[src/rtl/merge_tree_scheduler_pkg.sv]
// Shared types and default sizing for the merge tree scheduler and its output FIFO.
package merge_tree_pkg;

   localparam int DEF_M         = 8;
   localparam int DEF_LOG_M     = 3;
   localparam int DEF_RID_WIDTH = 4;
   localparam int DEF_NUM_RID   = 8;
   localparam int DEF_TREE_LAT  = 12;
   localparam int DEF_PKT_ID_W  = 8;
   localparam int DEF_OUT_DEPTH = 4;

   localparam int RIDS_W = DEF_RID_WIDTH * DEF_NUM_RID;

   typedef enum logic {
      ST_COLLECT     = 1'b0,
      ST_WAIT_CREDIT = 1'b1
   } sched_state_t;

endpackage

[src/rtl/merge_tree_scheduler_fifo.sv]
// Synchronous first-word-fall-through FIFO holding {pkt_id, merged RIDS} results.
module rids_out_fifo
   import merge_tree_pkg::*;
#(
   parameter int WIDTH = DEF_PKT_ID_W + RIDS_W,
   parameter int DEPTH = DEF_OUT_DEPTH,
   parameter int CNT_W = $clog2(DEPTH + 1)
)(
   input  logic             clk,
   input  logic             reset_n,
   input  logic             i_push,
   input  logic [WIDTH-1:0] i_push_data,
   input  logic             i_pop,
   output logic [WIDTH-1:0] o_head,
   output logic             o_empty,
   output logic             o_full,
   output logic [CNT_W-1:0] o_count
);

   localparam int PW = (DEPTH > 1) ? $clog2(DEPTH) : 1;

   logic [WIDTH-1:0] r_mem [DEPTH];
   logic [PW-1:0]    r_wr_ptr;
   logic [PW-1:0]    r_rd_ptr;
   logic [CNT_W-1:0] r_count;
   logic             w_do_push;
   logic             w_do_pop;

   function automatic logic [PW-1:0] ptr_inc(input logic [PW-1:0] p);
      return (p == PW'(DEPTH - 1)) ? '0 : p + 1'b1;
   endfunction

   assign o_empty   = (r_count == '0);
   assign o_full    = (r_count == CNT_W'(DEPTH));
   assign o_count   = r_count;
   assign o_head    = r_mem[r_rd_ptr];
   assign w_do_pop  = i_pop && !o_empty;
   // When full, a same-cycle pop frees the head slot that the push then reuses.
   assign w_do_push = i_push && (!o_full || w_do_pop);

   always_ff @(posedge clk) begin
      if (w_do_push) r_mem[r_wr_ptr] <= i_push_data;
   end

   always_ff @(posedge clk) begin
      if (!reset_n) begin
         r_wr_ptr <= '0;
         r_rd_ptr <= '0;
         r_count  <= '0;
      end else begin
         if (w_do_push) r_wr_ptr <= ptr_inc(r_wr_ptr);
         if (w_do_pop)  r_rd_ptr <= ptr_inc(r_rd_ptr);
         case ({w_do_push, w_do_pop})
            2'b10:   r_count <= r_count + 1'b1;
            2'b01:   r_count <= r_count - 1'b1;
            default: r_count <= r_count;
         endcase
      end
   end

   a_no_overflow: assert property (@(posedge clk) disable iff (!reset_n)
      !(i_push && o_full && !i_pop));

endmodule

[src/rtl/merge_tree_scheduler.sv]
// Assembles per-field RIDS into one vector, launches it into the fixed-latency merge
// tree under a credit check, and queues tree results with their packet IDs.
module merge_tree_scheduler
   import merge_tree_pkg::*;
#(
   parameter int M         = DEF_M,
   parameter int LOG_M     = DEF_LOG_M,
   parameter int RID_WIDTH = DEF_RID_WIDTH,
   parameter int NUM_RID   = DEF_NUM_RID,
   parameter int TREE_LAT  = DEF_TREE_LAT,
   parameter int PKT_ID_W  = DEF_PKT_ID_W,
   parameter int OUT_DEPTH = DEF_OUT_DEPTH
)(
   input  logic                               clk,
   input  logic                               reset_n,
   input  logic                               in_valid,
   output logic                               in_ready,
   input  logic [LOG_M-1:0]                   in_field,
   input  logic [PKT_ID_W-1:0]                in_pkt_id,
   input  logic [RID_WIDTH*NUM_RID-1:0]       in_rids,
   output logic [RID_WIDTH*NUM_RID*M-1:0]     tree_in,
   input  logic [RID_WIDTH*NUM_RID-1:0]       tree_out,
   output logic                               out_valid,
   input  logic                               out_ready,
   output logic [PKT_ID_W-1:0]                out_pkt_id,
   output logic [RID_WIDTH*NUM_RID-1:0]       out_rids,
   output logic                               err,
   output logic                               busy
);

   localparam int LP_RIDS_W = RID_WIDTH * NUM_RID;
   localparam int LP_CNT_W  = $clog2(OUT_DEPTH + 1);
   localparam logic [LP_CNT_W:0] LP_DEPTH = (LP_CNT_W + 1)'(OUT_DEPTH);

   sched_state_t          r_state;
   logic [M-1:0]          r_mask;
   logic [PKT_ID_W-1:0]   r_cur_id;
   logic                  r_in_ready;
   logic                  r_err;
   logic [TREE_LAT-1:0]   r_pipe_vld;
   logic [PKT_ID_W-1:0]   r_pipe_id [TREE_LAT];
   logic [LP_CNT_W-1:0]   r_inflight;

   logic [M-1:0]          w_field_hit;
   logic [M-1:0]          w_mask_set;
   logic                  w_accept;
   logic                  w_id_ok;
   logic                  w_slot_wr;
   logic                  w_launch;
   logic                  w_credit_ok;
   logic [LP_CNT_W:0]     w_credit_sum;
   logic                  w_push;
   logic                  w_pop;
   logic                  w_fifo_empty;
   logic                  w_fifo_full;
   logic [LP_CNT_W-1:0]   w_fifo_count;
   logic [PKT_ID_W+LP_RIDS_W-1:0] w_fifo_head;

   assign w_accept   = in_valid && r_in_ready;
   assign w_id_ok    = (r_mask == '0) || (in_pkt_id == r_cur_id);
   assign w_slot_wr  = w_accept && w_id_ok;
   assign w_mask_set = r_mask | w_field_hit;

   // Slot buffer drives the tree directly; it only changes while in_ready is high.
   for (genvar gi = 0; gi < M; gi++) begin : g_slot
      logic [LP_RIDS_W-1:0] r_data;
      assign w_field_hit[gi] = (in_field == LOG_M'(gi));
      always_ff @(posedge clk) begin
         if (!reset_n)                          r_data <= '0;
         else if (w_slot_wr && w_field_hit[gi]) r_data <= in_rids;
      end
      assign tree_in[gi*LP_RIDS_W +: LP_RIDS_W] = r_data;
   end

   // Packets in the tree plus packets buffered must never exceed the FIFO depth.
   assign w_credit_sum = {1'b0, r_inflight} + {1'b0, w_fifo_count};
   assign w_credit_ok  = (w_credit_sum < LP_DEPTH);
   assign w_launch     = (r_state == ST_WAIT_CREDIT) && w_credit_ok;

   always_ff @(posedge clk) begin
      if (!reset_n) begin
         r_state    <= ST_COLLECT;
         r_mask     <= '0;
         r_cur_id   <= '0;
         r_in_ready <= 1'b0;
         r_err      <= 1'b0;
      end else begin
         r_err <= 1'b0;
         case (r_state)
            ST_COLLECT: begin
               r_in_ready <= 1'b1;
               if (w_accept) begin
                  if (r_mask == '0) r_cur_id <= in_pkt_id;
                  if (!w_id_ok) begin
                     r_err <= 1'b1;
                  end else begin
                     if ((r_mask & w_field_hit) != '0) r_err <= 1'b1;
                     r_mask <= w_mask_set;
                     if (&w_mask_set) begin
                        r_state    <= ST_WAIT_CREDIT;
                        r_in_ready <= 1'b0;
                     end
                  end
               end
            end
            ST_WAIT_CREDIT: begin
               if (w_launch) begin
                  r_state    <= ST_COLLECT;
                  r_mask     <= '0;
                  r_in_ready <= 1'b1;
               end
            end
            default: begin
               r_state    <= ST_COLLECT;
               r_in_ready <= 1'b0;
            end
         endcase
      end
   end

   always_ff @(posedge clk) begin
      if (!reset_n) begin
         r_pipe_vld <= '0;
         for (int i = 0; i < TREE_LAT; i++) r_pipe_id[i] <= '0;
      end else begin
         r_pipe_vld[0] <= w_launch;
         r_pipe_id[0]  <= r_cur_id;
         for (int i = 1; i < TREE_LAT; i++) begin
            r_pipe_vld[i] <= r_pipe_vld[i-1];
            r_pipe_id[i]  <= r_pipe_id[i-1];
         end
      end
   end

   assign w_push = r_pipe_vld[TREE_LAT-1];

   always_ff @(posedge clk) begin
      if (!reset_n)                  r_inflight <= '0;
      else if (w_launch && !w_push)  r_inflight <= r_inflight + 1'b1;
      else if (!w_launch && w_push)  r_inflight <= r_inflight - 1'b1;
   end

   assign w_pop = out_valid && out_ready;

   rids_out_fifo #(
      .WIDTH (PKT_ID_W + LP_RIDS_W),
      .DEPTH (OUT_DEPTH),
      .CNT_W (LP_CNT_W)
   ) u_out_fifo (
      .clk         (clk),
      .reset_n     (reset_n),
      .i_push      (w_push),
      .i_push_data ({r_pipe_id[TREE_LAT-1], tree_out}),
      .i_pop       (w_pop),
      .o_head      (w_fifo_head),
      .o_empty     (w_fifo_empty),
      .o_full      (w_fifo_full),
      .o_count     (w_fifo_count)
   );

   assign in_ready   = r_in_ready;
   assign err        = r_err;
   assign out_valid  = !w_fifo_empty;
   assign out_pkt_id = w_fifo_head[LP_RIDS_W +: PKT_ID_W];
   assign out_rids   = w_fifo_head[LP_RIDS_W-1:0];
   assign busy       = (r_mask != '0) || (r_inflight != '0) || !w_fifo_empty
                       || (w_fifo_full && 1'b0);

endmodule
[config.mk]
export PLATFORM = sky130hd
export DESIGN_NAME = merge_tree_scheduler
export DESIGN_NICKNAME = d
export VERILOG_FILES = /design/src/rtl/merge_tree_scheduler_pkg.sv /design/src/rtl/merge_tree_scheduler_fifo.sv /design/src/rtl/merge_tree_scheduler.sv
export SDC_FILE = /design/constraint.sdc
export NUM_CORES = 1
export LEC_CHECK = 0
export BUFFER_PORTS_ARGS = -buffer_cell sky130_fd_sc_hd__buf_2
export CAP_MARGIN = 10
export CORE_AREA = 2 2 213 215
export DETAILED_ROUTE_END_ITERATION = 8
export DIE_AREA = 0 0 215 217
export MAX_ROUTING_LAYER = met4
export PLACE_DENSITY = 0.74
export SLEW_MARGIN = 20
export SYNTH_ARGS = -nofsm -noshare
export SYNTH_HDL_FRONTEND = slang
export SYNTH_HIERARCHICAL = 1
export SYNTH_SLANG_ARGS = --single-unit
[constraint.sdc]
create_clock -name clk -period 4.5 [get_ports clk]
set_clock_uncertainty 0.15 [all_clocks]
set_input_delay 0.225 -clock clk [delete_from_list [all_inputs] [get_ports clk]]
set_output_delay 0.225 -clock clk [all_outputs]
set_load 0.02 [all_outputs]
# After elaboration in Yosys (flattened, before gate mapping)
# Memory sizes are Yosys's and may differ from the RTL's. A register that Yosys moved wholly into a read port is not among the register bits.
# Index checks and enable logic that the tools add are counted.
[op_classes]
add_sub_neg = 7
magnitude_cmp = 1
eq_ne = 16
mux = 39
bitwise_logic = 17
n_reduce_logical = 36
[ops]
columns = ["op", "count"]
rows = [
  ["2-to-1 mux 8 bit", 15],
  ["logical AND 1 bit", 16],
  ["case mux 8 bit (2 select lines)", 1],
  ["nonzero test 8 bit", 2],
  ["equality test 3 bit (second input constant)", 5],
  ["2-to-1 mux 1 bit", 14],
  ["bitwise OR 1 bit", 12],
  ["bitwise AND 8 bit", 1],
  ["equality test 8 bit", 1],
  ["zero test 8 bit", 1],
  ["2-to-1 mux 2 bit", 4],
  ["bitwise OR 8 bit", 1],
  ["AND reduction 8 bit", 1],
  ["adder 3 x 1 -> 3 bit (second input constant)", 2],
  ["equality test 2 bit (second input constant)", 3],
  ["equality test 3 x 2 -> 1 bit (second input constant)", 2],
  ["zero test 3 bit", 2],
  ["2-to-1 mux 3 bit", 2],
  ["case mux 3 bit (2 select lines)", 1],
  ["AND reduction 3 bit", 2],
  ["subtractor 3 x 1 -> 3 bit (second input constant)", 2],
  ["adder 2 x 1 -> 2 bit (second input constant)", 2],
  ["adder 3 x 3 -> 4 bit", 1],
  ["zero test 1 bit", 4],
  ["11 further kinds", 19],
]
[word_totals]
reg_bits = 297
ram_bits = 256
in_bits = 79
output_inout_bits = 300
word_cells = 136
mem_count = 2
[memory_table]
columns = ["memory", "words", "width", "read_ports", "rd_clocked_by_memory_dff", "write_ports", "line_no", "text"]
rows = [
  ["u_out_fifo.r_mem", 4, 40, 1, 1, 1, "merge_tree_scheduler_fifo.sv:22", "logic [WIDTH-1:0] r_mem [DEPTH];"],
  ["r_pipe_id", 12, 8, 12, 0, 12, "merge_tree_scheduler.sv:41", "logic [PKT_ID_W-1:0] r_pipe_id [TREE_LAT];"],
]

# Logic depth before layout (Yosys ltp)
[depth]
word_depth = 8
depth_mapped = 11
ltp_nobuf = 11

# Hierarchy
# Netlist, hierarchy kept.
[by_module_without_submodules]
columns = ["mod", "instances", "cells_each", "area_per_inst_um2", "seq_area_each_um2"]
rows = [
  ["merge_tree_scheduler", 1, 1214, 13359.1, 7727.4],
  ["rids_out_fifo", 1, 265, 6314.8, 4984.8],
]

# Worst setup path before layout
# Ideal clock, no wire load.
[synth_timing]
path_kind = "reg2reg"
start = "reg u_out_fifo.r_count[0], in the netlist u_out_fifo/o_count[0]"
end = "mem u_out_fifo/r_mem[3][0] in the netlist's numbering, enable pin"
setup_time_ns = 0.401
arrival_time_ns = 1.951
required_time_ns = 3.949
slack_ns = 1.998
stages_incl_launch_ff = 6
n_path_buf = 0
synth_period_minus_slack_ns = 2.502
path_cell_list = "dfxtp_1 nor3_1 nor2b_1 inv_1 a21boi_2 and2_1"
[synth_via]
elab_chain_cells = 8
word_cells_on_any_way = 10
cone_classes = "1 x eq/ne; 2 x mux; 7 x reduce/logical"
[synth_lines]
columns = ["item", "line_no", "text"]
rows = [
  ["start, declared", "merge_tree_scheduler_fifo.sv:25", "logic [CNT_W-1:0] r_count;"],
  ["start signal, assigned", "merge_tree_scheduler_fifo.sv:54", "2'b10: r_count <= r_count + 1'b1;"],
  ["start signal, assigned", "merge_tree_scheduler_fifo.sv:55", "2'b01: r_count <= r_count - 1'b1;"],
  ["start signal, assigned", "merge_tree_scheduler_fifo.sv:56", "default: r_count <= r_count;"],
  ["zero test 3 bit", "merge_tree_scheduler_fifo.sv:33", "assign o_empty = (r_count == '0);"],
  ["net w_fifo_empty", "merge_tree_scheduler.sv:54", "logic w_fifo_empty;"],
  ["zero test 1 bit", "merge_tree_scheduler.sv:163", "assign out_valid = !w_fifo_empty;"],
  ["logical AND 1 bit", "merge_tree_scheduler.sv:143", "assign w_pop = out_valid && out_ready;"],
  ["net w_pop", "merge_tree_scheduler.sv:53", "logic w_pop;"],
  ["logical AND 1 bit", "merge_tree_scheduler_fifo.sv:37", "assign w_do_pop = i_pop && !o_empty;"],
  ["logical OR 1 bit", "merge_tree_scheduler_fifo.sv:39", "assign w_do_push = i_push && (!o_full || w_do_pop);"],
  ["logical AND 1 bit", "merge_tree_scheduler_fifo.sv:39", ""],
  ["2-to-1 mux 1 bit", "merge_tree_scheduler_fifo.sv:42", "if (w_do_push) r_mem[r_wr_ptr] <= i_push_data;"],
  ["2-to-1 mux 1 bit (implied by the code)", "merge_tree_scheduler_fifo.sv:42", ""],
  ["end, declared", "merge_tree_scheduler_fifo.sv:22", ""],
]
# The timed path passes the listed nets, and every way through them passes these cells.

==> flow_summary.json <==
{
  "path_cells": "buf_4 > mux4_2 > buf_2",
  "yosysUniqueCellTypes": 42,
  "ioPinCount": 379,
  "ff2ff_setup_slack_ns": 1.52,
  "top_layer_used": "met4",
  "synthArstFlopShare": 0,
  "synth_area_leaders": "dfxtp_1, edfxtp_1, mux2i_1",
  "synthMuxAreaShare": 0.182,
  "synth_warnings": 6,
  "port_buffers": 378,
  "crit_required_ns": 4.12,
  "rsz0062_at_grt": "false",
  "maxCapViolCount": 0,
  "ys_seq_elements": 555,
  "synth_top_family_by_area": "multiplexers",
  "cts_resized": 0,
  "r2r-end": "g_slot[3].r_data[30]",
  "dp_hpwl_um": 31400,
  "cp_max_fo": 25,
  "synthCells": 1479,
  "placed_area_um2": 21800,
  "synth_edf_count": 160,
  "synth-xor-area-share": 0.00534,
  "yosysTopAreaCellShare": 0.402,
  "synth_common_cells": "dfxtp_1, nand2_1, mux2i_1, edfxtp_1, and2_1",
  "wl_met3_um": 3960,
  "synth.most_common_cell": "dfxtp_1",
  "max-vdd-ir-drop_mv": 0.303,
  "yosys.area_share.adder": 0.00776,
  "status": "completed",
  "antenna_found_initial": 2,
  "wirelength_um": 48900,
  "die_w_um": 215,
  "path_class": "register to primary output",
  "die_area_um2": 46700,
  "drt_iter0_drc": 851,
  "grt_pass1_wl_um": 74900,
  "r2r-start": "r_cur_id[2]",
  "wire_per_inst_um": 19.2,
  "report.final.slew_viol_count": 0,
  "met2_length_um": 23400,
  "hold_path.class": "primary input to register",
  "first_pass_iters": 5,
  "clk_pin_slew_ns": 0.06,
  "cts-root-buf": "clkbuf_16",
  "h-tree-depth": 2,
  "syn_area_per_cell_um2": 13.3,
  "setup_tns_ns": 0,
  "min_period_ns": 3.06,
  "hold_viol": 0,
  "yosysSeqAreaShare": 0.646,
  "drive_gt1_frac": 0.271,
  "grt_usage": 0.212,
  "hold_start": "out_ready",
  "synthFlopType": "dfxtp_1",
  "setup-violations-final": 0,
  "drc_errors": 0,
  "whs_ns": 0.0329,
  "layout_setup_ws_ns": 1.44,
  "grt_max_degree": 121,
  "fin_nets": 1994,
  "drtAntennaViolNets": 0,
  "core.rowCount": 78,
  "cpMaxStageDelayCell": "dfxtp_2",
  "gp_congestion": 0.869,
  "max_freq_mhz": 327,
  "cts_buffer_depth": 3,
  "met1_length_um": 19700,
  "place_ws_ns": 1.52,
  "viasPerCell": 4.96,
  "hold_path_depth": 4,
  "cp.arrival_ns": 2.68,
  "synthesis.area_um2": 19700,
  "startpoint_type": "register",
  "initial_core_util": 0.440,
  "rr_worst_depth": 5,
  "cts_sinks": 555,
  "slew_headroom": 0.268,
  "vias": 12700,
  "yosys.area_share.simple": 0.115,
  "cts_tree": "built",
  "overflow": 0,
  "power.leakage_uw": 0.0115,
  "worst_setup_path_end_kind": "primary output",
  "syn_nets": 1569,
  "worstMarginPinSlew_ns": 1.10,
  "core_area_um2": 44700,
  "grt_pass1_vias": 12800,
  "final_area_um2": 24300,
  "area_delta_synth_final_pct": 23.7,
  "die_h_um": 217,
  "p_per_area_nw_per_um2": 420,
  "synth_compound_area_frac": 0.0118,
  "numCtsBuffers": 54,
  "yosys.area.top_type": "dfxtp_1",
  "final_util": 0.545,
  "clk_latency_ns": 0.61,
  "slowest_delay_ns": 0.70,
  "timing.final.crit_share": 0.680
}
==> how the worst max path moves through the flow <==
stage | slack (ns) | endpoint | depth (start not counted) | startpoint
final | 1.44 | out_pkt_id[2] | 3 | register
after global placement | 1.52 | g_slot[3].r_data[10] | 6 | in_pkt_id[0]
after global routing | 1.20 | out_pkt_id[2] | 3 | register
after floorplan | 2.00 | u_out_fifo/r_mem[3][0] | 5 | u_out_fifo/o_count[0]
after CTS | 1.31 | out_rids[23] | 3 | register
after detailed placement | 1.52 | g_slot[3].r_data[30] | 6 | in_pkt_id[0]
==> stage by stage <==
stage,total power (µW),instances
2_1_floorplan,5520,1479
3_3_place_gp,5660,2382
3_5_place_dp,5670,2382
4_1_cts,10300,2550
5_1_grt,10600,2552
6_report,10200,2552
==> kinds of logic after synthesis <==
kind of cell | Yosys count
adder cells (fa/ha/maj) | 11
AND/OR/NAND/NOR | 465
XOR/XNOR | 12
buffers and inverters | 97
flip-flops | 555
multiplexers | 307
AO/OA/AOI/OAI | 32
==> flip-flops by register name, indices dropped and copies added (netlist names), named ones only <==
register             flops
err                      1
g_slot.r_data          256
in_ready                 1
r_cur_id                 8
r_inflight               3
r_mask                   8
r_pipe_id               96
r_pipe_vld              12
r_state                  1
u_out_fifo/o_count       3
u_out_fifo/r_mem       160
u_out_fifo/r_rd_ptr      2
u_out_fifo/r_wr_ptr      2
==> area by class of cell <==
type | count | area [µm²]
fillers | 3730 | 20400
flip-flops and latches | 555 | 12700
multi-input cells | 827 | 6340
repair buffers | 451 | 2630
clock buffers | 87 | 1620
well taps | 600 | 751
clock inverters | 15 | 239
inverters | 15 | 56.3
diodes | 2 | 5.00
==> repair_timing <==
item,in CTS,in global routing
hold buffers,66,0
endpoints found under the hold margin,283,0
setup buffers,0,0
==> routing by layer <==
metal,track usage,vias up
li1,-,5919
met1,0.252,6206
met2,0.345,426
met3,0.0622,106
met4,0.0761,0
met5,-,-
==> worst max-delay path, delay by kind of cell (launching register included) <==
family,cells,cell delay (ns)
buffers and inverters,2,0.73
DFF,1,0.70
muxes,1,0.61
==> power breakdown <==
group / internal [µW] / total [µW] / switching, µW / leakage (µW)
Clock: 2710 / 4620 / 1910 / 0.000906
Combinational: 150 / 415 / 265 / 0.00599
Sequential: 5170 / 5190 / 23.1 / 0.00463
==> placed cells by master (no fill, tap or decap), types with 2 or more instances in the layout <==
| cell type | n |
|---|---|
| dfxtp_1 | 393 |
| buf_2 | 377 |
| nand2_1 | 301 |
| mux2i_1 | 267 |
| edfxtp_1 | 160 |
| and2_1 | 111 |
| dlygate4sd3_1 | 66 |
| clkbuf_16 | 55 |
| mux4_2 | 40 |
| clkbuf_1 | 20 |
| inv_1 | 15 |
| nor2_1 | 14 |
| clkbuf_8 | 12 |
| a22o_1 | 10 |
| xnor2_1 | 9 |
| ha_1 | 9 |
| nand3_4 | 8 |
| o21ai_0 | 8 |
| clkinv_2 | 7 |
| nand3_1 | 6 |
| buf_4 | 6 |
| nor3b_2 | 4 |
| bufinv_16 | 4 |
| a221oi_1 | 3 |
| xor2_1 | 3 |
| nor3_1 | 3 |
| and3b_1 | 3 |
| diode_2 | 2 |
| a21oi_1 | 2 |
| or3_1 | 2 |
| nor4_4 | 2 |
| nor2b_1 | 2 |
| nand4_1 | 2 |
| fa_1 | 2 |
| clkinv_16 | 2 |
| and2_2 | 2 |
| and2_4 | 2 |
| dfxtp_2 | 2 |
Power figures use the tool's default switching activity.
